File: src/rtl/dmem_arbiter.sv
// dmem_arbiter: round-robin two-port sequencer for a single-port data SPRAM
module dmem_arbiter #(
  parameter int ADDR_WIDTH = 10
) (
  input  logic                  clk,
  input  logic                  rst,
  input  logic                  r0_req,
  input  logic                  r0_we,
  input  logic [ADDR_WIDTH-1:0] r0_addr,
  input  logic [31:0]           r0_wdata,
  input  logic [3:0]            r0_be,
  output logic                  r0_ack,
  output logic [31:0]           r0_rdata,
  input  logic                  r1_req,
  input  logic                  r1_we,
  input  logic [ADDR_WIDTH-1:0] r1_addr,
  input  logic [31:0]           r1_wdata,
  input  logic [3:0]            r1_be,
  output logic                  r1_ack,
  output logic [31:0]           r1_rdata,
  output logic                  mem_cs,
  output logic                  mem_we,
  output logic [ADDR_WIDTH-1:0] mem_addr,
  output logic [31:0]           mem_wdata,
  output logic [3:0]            mem_be,
  input  logic [31:0]           mem_rdata,
  output logic                  busy
);
  typedef enum logic [1:0] {IDLE, ACCESS, READ_WAIT, DONE} state_t;
  state_t state, state_nx;
  logic gnt, last_grant, sel, grant, ack_set, sel_we;
  always_comb begin
    sel = (r0_req && r1_req) ? !last_grant : r1_req;
    sel_we = sel ? r1_we : r0_we;
    grant = (state == IDLE) && (r0_req || r1_req);
    ack_set = (state == ACCESS && mem_we) || state == READ_WAIT;
    state_nx = state == IDLE ? (grant ? ACCESS : IDLE) :
               state == ACCESS ? (mem_we ? DONE : READ_WAIT) :
               state == READ_WAIT ? DONE : IDLE;
  end
  always_ff @(posedge clk or posedge rst)
    if (rst) state <= IDLE;
    else state <= state_nx;
  assign busy = state != IDLE;
  // Requests are only sampled in IDLE, so the DONE cycle gives the requester time to drop req
  always_ff @(posedge clk or posedge rst)
    if (rst) begin
      gnt <= 1'b0;
      last_grant <= 1'b1;
      mem_cs <= 1'b0;
      mem_we <= 1'b0;
      mem_addr <= '0;
      mem_wdata <= '0;
      mem_be <= '0;
      r0_ack <= 1'b0;
      r1_ack <= 1'b0;
      r0_rdata <= '0;
      r1_rdata <= '0;
    end else begin
      r0_ack <= ack_set && !gnt;
      r1_ack <= ack_set && gnt;
      if (grant) begin
        gnt <= sel;
        last_grant <= sel;
        mem_cs <= 1'b1;
        mem_we <= sel_we;
        mem_addr <= sel ? r1_addr : r0_addr;
        mem_wdata <= sel ? r1_wdata : r0_wdata;
        mem_be <= sel_we ? (sel ? r1_be : r0_be) : 4'b0000;
      end else if (state == ACCESS) begin
        mem_cs <= 1'b0;
        mem_we <= 1'b0;
      end
      if (state == READ_WAIT && !gnt) r0_rdata <= mem_rdata;
      if (state == READ_WAIT && gnt) r1_rdata <= mem_rdata;
    end
endmodule
File: config.mk
export PLATFORM = sky130hd
export DESIGN_NAME = dmem_arbiter
export DESIGN_NICKNAME = d
export VERILOG_FILES = /design/src/rtl/dmem_arbiter.sv
export SDC_FILE = /design/constraint.sdc
export NUM_CORES = 1
export LEC_CHECK = 0
export ABC_AREA = 1
export ABC_CLOCK_PERIOD_IN_PS = 7800
export CORE_UTILIZATION = 44
export DETAILED_ROUTE_END_ITERATION = 7
export PLACE_DENSITY = 0.83
export SLEW_MARGIN = 20
export SYNTH_ARGS = -nofsm -noshare
export SYNTH_HDL_FRONTEND = slang
export SYNTH_SLANG_ARGS = --single-unit
File: constraint.sdc
create_clock -name clk -period 7.8 [get_ports clk]
set_input_delay 1.17 -clock clk [delete_from_list [all_inputs] [get_ports clk]]
set_output_delay 1.17 -clock clk [all_outputs]
set_load 0.1 [all_outputs]
==> results of run 1 <==
[logic make-up after synthesis]
group,after synthesis
buffers and inverters,113
adder cells (fa/ha/maj),3
flip-flops,118
AND/OR/NAND/NOR,231
AO/OA/AOI/OAI,111
[cell usage in the layout (no fill, tap or decap), drive strengths merged, types with 6 or more instances in the layout]
| master | count |
|---|---|
| clkdlybuf4s50 | 244 |
| dfrtp | 117 |
| nand2 | 218 |
| clkbuf | 21 |
| nand3 | 11 |
| clkinv | 6 |
| o21ai | 68 |
| inv | 81 |
| o211ai | 42 |
[path summary, 6_finish.rpt]
path / start / to / slack, ps
max: state[0] / busy / 4300
min: last_grant / last_grant / 470
max reg2reg: state[0] / mem_wdata[20] / 5560
min reg2reg: last_grant / last_grant / 470
max in group asynchronous: rst / mem_wdata[15] / 5340
min in group asynchronous: rst / r1_rdata[12] / 1250
[layer usage]
metal / part of all wire / vias to the layer above
li1: - / 2272
met1: 0.39 / 2221
met2: 0.49 / 220
met3: 0.091 / 32
met4: 0.030 / 0
met5: 0 / -
[final cells by class]
| cell class | count | area share |
|---|---|---|
| Sequential cell | 118 | 0.364 |
| Timing Repair Buffer | 247 | 0.304 |
| Multi-Input combinational cell | 345 | 0.203 |
| Clock buffer | 21 | 0.0567 |
| Inverter | 81 | 0.0378 |
| Tap cell | 140 | 0.0216 |
| Clock inverter | 10 | 0.0129 |
[through the flow]
stage,setup WS [ps],cell area (um2),util,hold slack [ps]
global route,4230,8120,0.736,502
floorplan,3500,5080,-,426
detailed placement,4400,7550,0.685,467
CTS,4280,8120,0.736,472
global placement,4480,7550,0.685,457
finish,4300,8120,0.736,472
[worst reg2reg max path, delay by kind of cell, from the launching register on]
kind	cells	cell delay (ps)
buffers and inverters	3	1130
DFF	1	390
AOI/OAI and AO/OA	2	290
adders and majority gates	1	250
and+or+nand+nor	1	120
[sequential cells by signal (all words and copies together), names as in the netlist]
register	count
r1_rdata	32
r0_rdata	32
state	2
r1_ack	1
mem_cs	1
mem_addr	10
gnt	1
mem_be	4
r0_ack	1
mem_we	1
mem_wdata	32
last_grant	1
==> flow_summary_export.csv, run 1 <==
group,metric,value,unit
route,postRouteAntennaNets,0,
layout,fill_cells,797,
sta,skew,4.90,ps
sta,finalSetupViolations,0,
clock_tree,cts_buffers,17,
logic_synthesis,synth.area.top_cells,"dfrtp_1 (58%), nand2_1 (16%), o21ai_0 (6.5%)",
logic_synthesis,postSynth.topFlopCell,"dfrtp_1",
logic_synthesis,synthSimpleGateAreaFrac,0.174,
worst_setup_path,path_max_fanout,3,
floorplan,dieArea,12000,um2
logic_synthesis,synth.cell_area,5080,um2
run,cap_violations,0,
floorplan,rows,38,
layout,fin_nets,943,
worst_setup_path,cpPeakStageDelay,1130,ps
route,drc,0,
sta,rsz0062_at_grt,"no",
worst_setup_path,crit_path_start_kind,"flop",
logic_synthesis,synth_cell_types,19,
logic_synthesis,avgSynthCellArea,8.81,um2
worst_setup_path,critPathKind,"reg2out",
hold_path,hold_path_class,"reg2reg",
sta,fmax,285,MHz
sta,fin_tns_setup,0,ps
logic_synthesis,yosys.area.top_type,"dfrtp_1",
layout,drive_gt1_frac,0.0608,
floorplan,start_util,0.460,
logic_synthesis,yosys_warnings,0,
global_routing,grt_pass1_vias,4743,
logic_synthesis,yosysSeqAreaShare,0.582,
layout,final_cells,962,
layout,register_area,2950,um2
floorplan,die_y,109,um
logic_synthesis,synth_fa_ha_area_frac,0.00739,
clock_tree,h-tree-depth,4,
floorplan,ios,245,
clock_tree,cts_root_buf,"clkbuf_16",
global_routing,use_met3,0.0871,
logic_synthesis,synth_most_common_cell,"nand2_1",
worst_setup_path,worst_ep_required_time,6630,ps
logic_synthesis,synth-async-reset-ratio,1.00,
logic_synthesis,synthXorXnorAreaFrac,0,
route,drt-wirelength-per-cell,15.1,um
global_routing,grt_max_degree,90,
floorplan,die_w,109,um
placed_design,dp_hpwl,10400,um
worst_setup_path,worstPathArrival,2330,ps
worst_setup_path,crit_family,"buffers and inverters",
logic_synthesis,synth_top_cell_area_share,0.577,
logic_synthesis,synthCells,576,
global_routing,antenna_found_initial,0,
route,drt_pre_antenna_iters,5,
run_status,status,"complete, no violations",
route,first_iter_violations,301,
placed_design,placed_cells,931,
global_routing,gr-usage-met2,0.427,
global_routing,grtUsageMet1,0.271,
sta,maxSlewHeadroom,0.310,
logic_synthesis,synthesis.nets,709,
sta,hold_viol_final,0,
route,via_per_inst,4.93,
hold_path,worstHoldPathCells,2,
clock_tree,ctsHoldBuffers,0,
layout,antennaDiodeCount,0,
route,vias,4745,
clock_tree,post-cts-setup-buffers,0,
clock_tree,cts_sinks,118,
placed_design,place_congestion,0.837,
placed_design,io_buffers,244,
sta,maxSlewViolCount,0,
logic_synthesis,synth_mux_area_frac,0,
sta,max_slew.worst_pin.slew,1030,ps
global_routing,grt_use_total,0.248,
global_routing,grt_pass1_wl,22300,um
clock_tree,tritoncts,"yes",
logic_synthesis,synth-edff-count,0,
layout,syn_to_final_growth,59.9,%
global_routing,overflow,0,
clock_tree,cts_resized,0,
worst_setup_path,cp_common_cell,"inv_1",
worst_setup_path,slowest_stage,"clkdlybuf4s50_1",
worst_setup_path,path_buf_inv,3,
clock_tree,clock_latency,400,ps
floorplan,fp.coreArea,11000,um2
route,wl,14500,um
worst_setup_path,end_kind,"output port",
worst_setup_path,path_depth,4,
sta,fin_crit,3500,ps
clock_tree,clk_pin_slew,50,ps
logic_synthesis,ys_ff_latch,118,
worst_setup_path,r2r_cells,7,
logic_synthesis,synth_top_family_by_area,"simple AND/OR/NAND/NOR gates",
worst_setup_path,crit_chain,"inv_1 -> ha_1 -> inv_1 -> clkdlybuf4s50_1",
layout,multi_input_area,1650,um2
logic_synthesis,synth-compound-area-share,0.142,
global_routing,grt.busiest_layer,"met2",
sta,fin_crit_sh,0.449,
logic_synthesis,synth.top_cells.by_count,"nand2_1 (216), dfrtp_1 (117), inv_1 (80)",
clock_tree,cts_buffer_depth,2,
Power of run 1 is not shown: default switching activity piles up to over one toggle a cycle in this logic, so the estimate is an artifact.
==> run 2: changes to the inputs <==
--- a/config.mk
+++ b/config.mk
@@ -6,10 +6,10 @@
 export NUM_CORES = 1
 export LEC_CHECK = 0
 export ABC_AREA = 1
-export ABC_CLOCK_PERIOD_IN_PS = 7800
-export CORE_UTILIZATION = 44
+export ABC_CLOCK_PERIOD_IN_PS = 2960
+export CORE_UTILIZATION = 37
 export DETAILED_ROUTE_END_ITERATION = 7
-export PLACE_DENSITY = 0.83
+export PLACE_DENSITY = 0.74
 export SLEW_MARGIN = 20
 export SYNTH_ARGS = -nofsm -noshare
 export SYNTH_HDL_FRONTEND = slang
==> constraint.sdc (replaced) <==
create_clock -name clk -period 2.96 [get_ports clk]
set_input_delay 0.444 -clock clk [delete_from_list [all_inputs] [get_ports clk]]
set_output_delay 0.444 -clock clk [all_outputs]
set_load 0.1 [all_outputs]
==> run 2 against run 1 <==
Effect of this change: sequential cell count unchanged; cell count is 3.8% higher; wire length down 2.2%; core utilization fell by 14 points; non-clock buffer count grew 2; critical endpoint unchanged; highest routed layer unchanged.
==> flow_summary_export.csv, run 2 (synthesized netlist as in run 1, its figures left out) <==
group,metric,value,unit
run_status,status,"complete, no violations",
worst_setup_path,crit_path_start_kind,"flop",
global_routing,use_met3,0.0714,
sta,fin_tns_setup,0,ps
floorplan,die_y,119,um
sta,finalSetupViolations,0,
worst_setup_path,slowest_stage,"dfrtp_1",
run,cap_violations,0,
layout,reg_top3,"mem_wdata: 32 flops, r0_rdata: 32 flops, r1_rdata: 32 flops",
layout,postLayoutCellArea,7950,um2
layout,layout_commonest_cell,"nand2_1",
clock_tree,cts_root_buf,"clkbuf_16",
global_routing,antenna_found_initial,0,
floorplan,fp.coreArea,13300,um2
worst_setup_path,worst_ep_required_time,2520,ps
route,drc,0,
hold_path,hold_path_class,"in2async",
worst_setup_path,rrSetupSlack,1010,ps
route,drt_pre_antenna_iters,4,
placed_design,io_buffers,244,
route,first_iter_violations,300,
layout,layout_common_cells,"nand2_1 (214), clkdlybuf4s50_1 (129), buf_4 (118)",
sta,fmax,507,MHz
global_routing,grt_pass1_wl,22900,um
route,via_per_inst,4.65,
sta,fin_crit_sh,0.667,
clock_tree,cts_sinks,118,
sta,maxSlewViolCount,0,
sta,hold_viol_final,0,
floorplan,ios,245,
clock_tree,tritoncts,"yes",
clock_tree,ctsHoldBuffers,0,
global_routing,overflow,0,
floorplan,die_w,119,um
sta,skew,11.1,ps
worst_setup_path,r2r-start,"state[0]",
sta,rsz0062_at_grt,"no",
route,wl,14200,um
floorplan,rows,42,
worst_setup_path,crit_chain,"inv_1 -> ha_1 -> inv_1 -> buf_4",
global_routing,grtUsageMet1,0.260,
clock_tree,cts_buffers,17,
sta,setup_ws,987,ps
worst_setup_path,reg2reg_to,"mem_wdata[21]",
sta,fin_crit,1970,ps
global_routing,grt_use_total,0.207,
placed_design,dpl_worst_slack,655,ps
worst_setup_path,worstPathArrival,1530,ps
sta,maxSlewHeadroom,0.294,
worst_setup_path,cp_common_cell,"inv_1",
layout,drive_gt1_frac,0.202,
placed_design,place_congestion,0.817,
floorplan,start_util,0.382,
clock_tree,clk_pin_slew,50,ps
floorplan,dieArea,14200,um2
worst_setup_path,r2r_cells,6,
clock_tree,h-tree-depth,4,
worst_setup_path,end_kind,"output port",
route,drt-wirelength-per-cell,14.2,um
placed_design,dp_hpwl,10100,um
worst_setup_path,path_max_fanout,3,
clock_tree,clock_latency,400,ps
global_routing,grt_pass1_vias,4656,
route,vias,4643,
clock_tree,post-cts-setup-buffers,0,
placed_design,placed_area,7350,um2
global_routing,grt_max_degree,65,
worst_setup_path,cpPeakStageDelay,350,ps
sta,max_slew.worst_pin.slew,1060,ps
clock_tree,cts_resized,0,
clock_tree,cts_buffer_depth,2,
layout,syn_to_final_growth,56.5,%
worst_setup_path,critPathKind,"reg2out",
layout,antennaDiodeCount,0,
global_routing,grt.busiest_layer,"met2",
global_routing,gr-usage-met2,0.332,
layout,fin_nets,945,
route,postRouteAntennaNets,0,
## run 2: cell types whose count changed in the layout (fill, tap and decap cells not counted)
cell,previous run,this run
buf_12,0,2
buf_4,3,118
bufinv_16,2,3
clkbuf_8,2,3
clkdlybuf4s50_1,244,129
clkinv_2,6,2
clkinv_4,0,1
clkinvlp_4,2,3
inv_4,1,0
## run 2: worst max-delay path, delay by kind of cell (launching register included)
kind,cells,cell delay [ps]
buf+inv,3,500
flops,1,350
fa+ha+maj,1,290
## run 2: routing by layer
metal  up-vias  part of all wire
met5         -                 0
met4         0             0.014
met3        16             0.094
met2       200              0.46
met1      2152              0.43
li1       2275                 -
## run 2: worst max path at each step
stage	from	to	cells past startpoint
floorplan	rst	gnt	1
global placement	r1_req	mem_addr[6]	5
detailed placement	r1_req	mem_wdata[21]	5
CTS	state[0]	busy	4
global route	state[0]	r1_rdata[28]	4
finish	state[0]	busy	4
## run 2: final cells by class
type,count,area [um2]
clock buffer,22,474
timing repair buffer,249,2220
inverter,81,308
tap,176,220
clock inverter,8,124
fill,1177,5350
multi-input combinational,345,1650
sequential,118,2950
## run 2: stage by stage
step,std cells,hold slack (ps),utilization
finish,999,432,0.598
CTS,999,432,0.598
detailed placement,969,468,0.553
global route,999,462,0.598
floorplan,576,426,-
global placement,969,464,0.553
Power of run 2 is left out for the same reason.
==> run 3: changes to the inputs <==
--- a/config.mk
+++ b/config.mk
@@ -6,7 +6,7 @@
 export NUM_CORES = 1
 export LEC_CHECK = 0
 export ABC_AREA = 1
-export ABC_CLOCK_PERIOD_IN_PS = 2960
+export ABC_CLOCK_PERIOD_IN_PS = 1800
 export CORE_UTILIZATION = 37
 export DETAILED_ROUTE_END_ITERATION = 7
 export PLACE_DENSITY = 0.74
==> constraint.sdc (replaced) <==
create_clock -name clk -period 1.8 [get_ports clk]
set_input_delay 0.27 -clock clk [delete_from_list [all_inputs] [get_ports clk]]
set_output_delay 0.27 -clock clk [all_outputs]
set_load 0.1 [all_outputs]
==> run 3 against run 2 <==
Effect of this change: global-route usage grew 0.73 points; sequential cell count stayed put; register-to-register slack worse by 690 ps; final area is 2.9% higher.
==> flow_summary_export.csv, run 3 (synthesized netlist as in run 1, its figures left out) <==
group,metric,value,unit
layout,fill_cells,1133,
worst_setup_path,r2r_cells,5,
clock_tree,clk_pin_slew,50,ps
clock_tree,cts_buffers,17,
clock_tree,ctsHoldBuffers,0,
route,top_layer,"met4",
worst_setup_path,crit_chain,"inv_1 -> ha_2 -> inv_1 -> buf_12",
layout,layout_commonest_cell,"nand2_1",
global_routing,grt_max_degree,92,
clock_tree,cts_buffer_depth,2,
worst_setup_path,cpPeakStageDelay,390,ps
clock_tree,h-tree-depth,4,
worst_setup_path,end_kind,"output port",
run_status,status,"complete, no violations",
global_routing,grt_pass1_vias,4861,
sta,fin_crit_sh,0.951,
sta,maxSlewViolCount,0,
global_routing,overflow,0,
sta,hold_slack,327,ps
floorplan,die_y,119,um
clock_tree,cts_root_buf,"clkbuf_16",
worst_setup_path,slowest_stage,"dfrtp_1",
worst_setup_path,path_max_fanout,3,
route,drc,0,
route,vias,4741,
floorplan,rows,42,
layout,syn_to_final_growth,61.0,%
route,postRouteAntennaNets,0,
worst_setup_path,crit_path_start_kind,"flop",
worst_setup_path,rrSetupSlack,320,ps
global_routing,grt_use_total,0.214,
worst_setup_path,worst_ep_required_time,1530,ps
layout,register_area,2950,um2
placed_design,io_buffers,244,
global_routing,antenna_found_initial,0,
sta,maxSlewHeadroom,0.664,
placed_design,place_congestion,0.832,
floorplan,ios,245,
route,first_iter_violations,275,
worst_setup_path,path_buf_inv,3,
placed_design,placed_area,7600,um2
floorplan,die_w,119,um
hold_path,hold_path_class,"in2async",
worst_setup_path,reg2reg_to,"r1_rdata[12]",
route,wl,14200,um
route,drt-wirelength-per-cell,14.1,um
route,met3_wirelength,1240,um
layout,layout_common_cells,"nand2_1 (214), clkdlybuf4s50_1 (129), dfrtp_1 (117)",
global_routing,grt_pass1_wl,23800,um
layout,antennaDiodeCount,0,
sta,max_slew.worst_pin.slew,504,ps
worst_setup_path,worstPathArrival,1440,ps
floorplan,dieArea,14200,um2
floorplan,fp.coreArea,13300,um2
layout,reg_top3,"mem_wdata: 32 flops, r0_rdata: 32 flops, r1_rdata: 32 flops",
worst_setup_path,critPathKind,"reg2out",
route,m1WireLength,6020,um
sta,finalSetupViolations,0,
layout,drive_gt1_frac,0.212,
layout,postLayoutCellArea,8180,um2
worst_setup_path,cp_common_cell,"inv_1",
layout,multi_input_area,1650,um2
sta,hold_viol_final,0,
layout,fin_nets,953,
floorplan,start_util,0.382,
placed_design,dp_hpwl,10400,um
sta,fmax,584,MHz
worst_setup_path,crit_family,"flip-flops",
run,cap_violations,0,
sta,skew,12.5,ps
route,wl_met2,6720,um
route,drt_pre_antenna_iters,4,
clock_tree,cts_sinks,118,
worst_setup_path,r2r-start,"state[0]",
sta,fin_crit,1710,ps
route,via_per_inst,4.70,
clock_tree,tritoncts,"yes",
clock_tree,clock_latency,410,ps
run 3: cell count changes in the layout (fill, tap and decap cells not counted), sizes merged:
| cell | change |
|---|---|
| bufinv | -1 |
| clkinvlp | -1 |
| clkinv | +3 |
| buf | +8 |
run 3: layout make-up:
class | instances | share of cell area
clock inverters | 9 | 0.0124
multi-input cells | 345 | 0.202
flip-flops and latches | 118 | 0.361
repair buffers | 257 | 0.301
well taps | 176 | 0.0269
clock buffers | 22 | 0.0580
inverters | 81 | 0.0376
run 3: repair_timing:
action                                 in CTS  in global routing
setup endpoints to repair                   0                  1
endpoints found under the hold margin       0                  0
setup buffers                               0                  0
resized for setup                           0                  1
run 3: how the worst max path moves through the flow:
stage                  start             to  cells after the start
global route        state[0]           busy                      4
finish              state[1]           busy                      4
floorplan                rst            gnt                      1
global placement      r1_req       state[0]                      5
detailed placement    r0_req  mem_wdata[16]                      8
CTS                 state[0]           busy                      4
run 3: per-layer routing:
layer | track usage | vias up
met2 | 0.350 | 211
li1 | - | 2296
met1 | 0.270 | 2215
met4 | 0.0688 | 0
met3 | 0.0666 | 19
met5 | 0 | -
run 3: worst register-to-register path, cell delays in order (launching register included):
cell     delay (ps)
dfrtp_1         380
inv_1           100
ha_1            230
nand2_2         200
buf_12          240
o21ai_0         220
run 3: metrics by stage:
| stage | utilization | setup WS [ps] | setup TNS [ps] | std cells |
|---|---|---|---|---|
| 6_report | 0.615 | 87.5 | 0 | 1008 |
| 5_1_grt | 0.615 | -3.77 | -3.77 | 1008 |
| 4_1_cts | 0.615 | 4.94 | 0 | 1008 |
| 3_5_place_dp | 0.571 | 39.7 | 0 | 977 |
| 3_3_place_gp | 0.571 | 106 | 0 | 977 |
| 2_1_floorplan | - | 89.4 | 0 | 576 |
Power of run 3 is left out for the same reason.
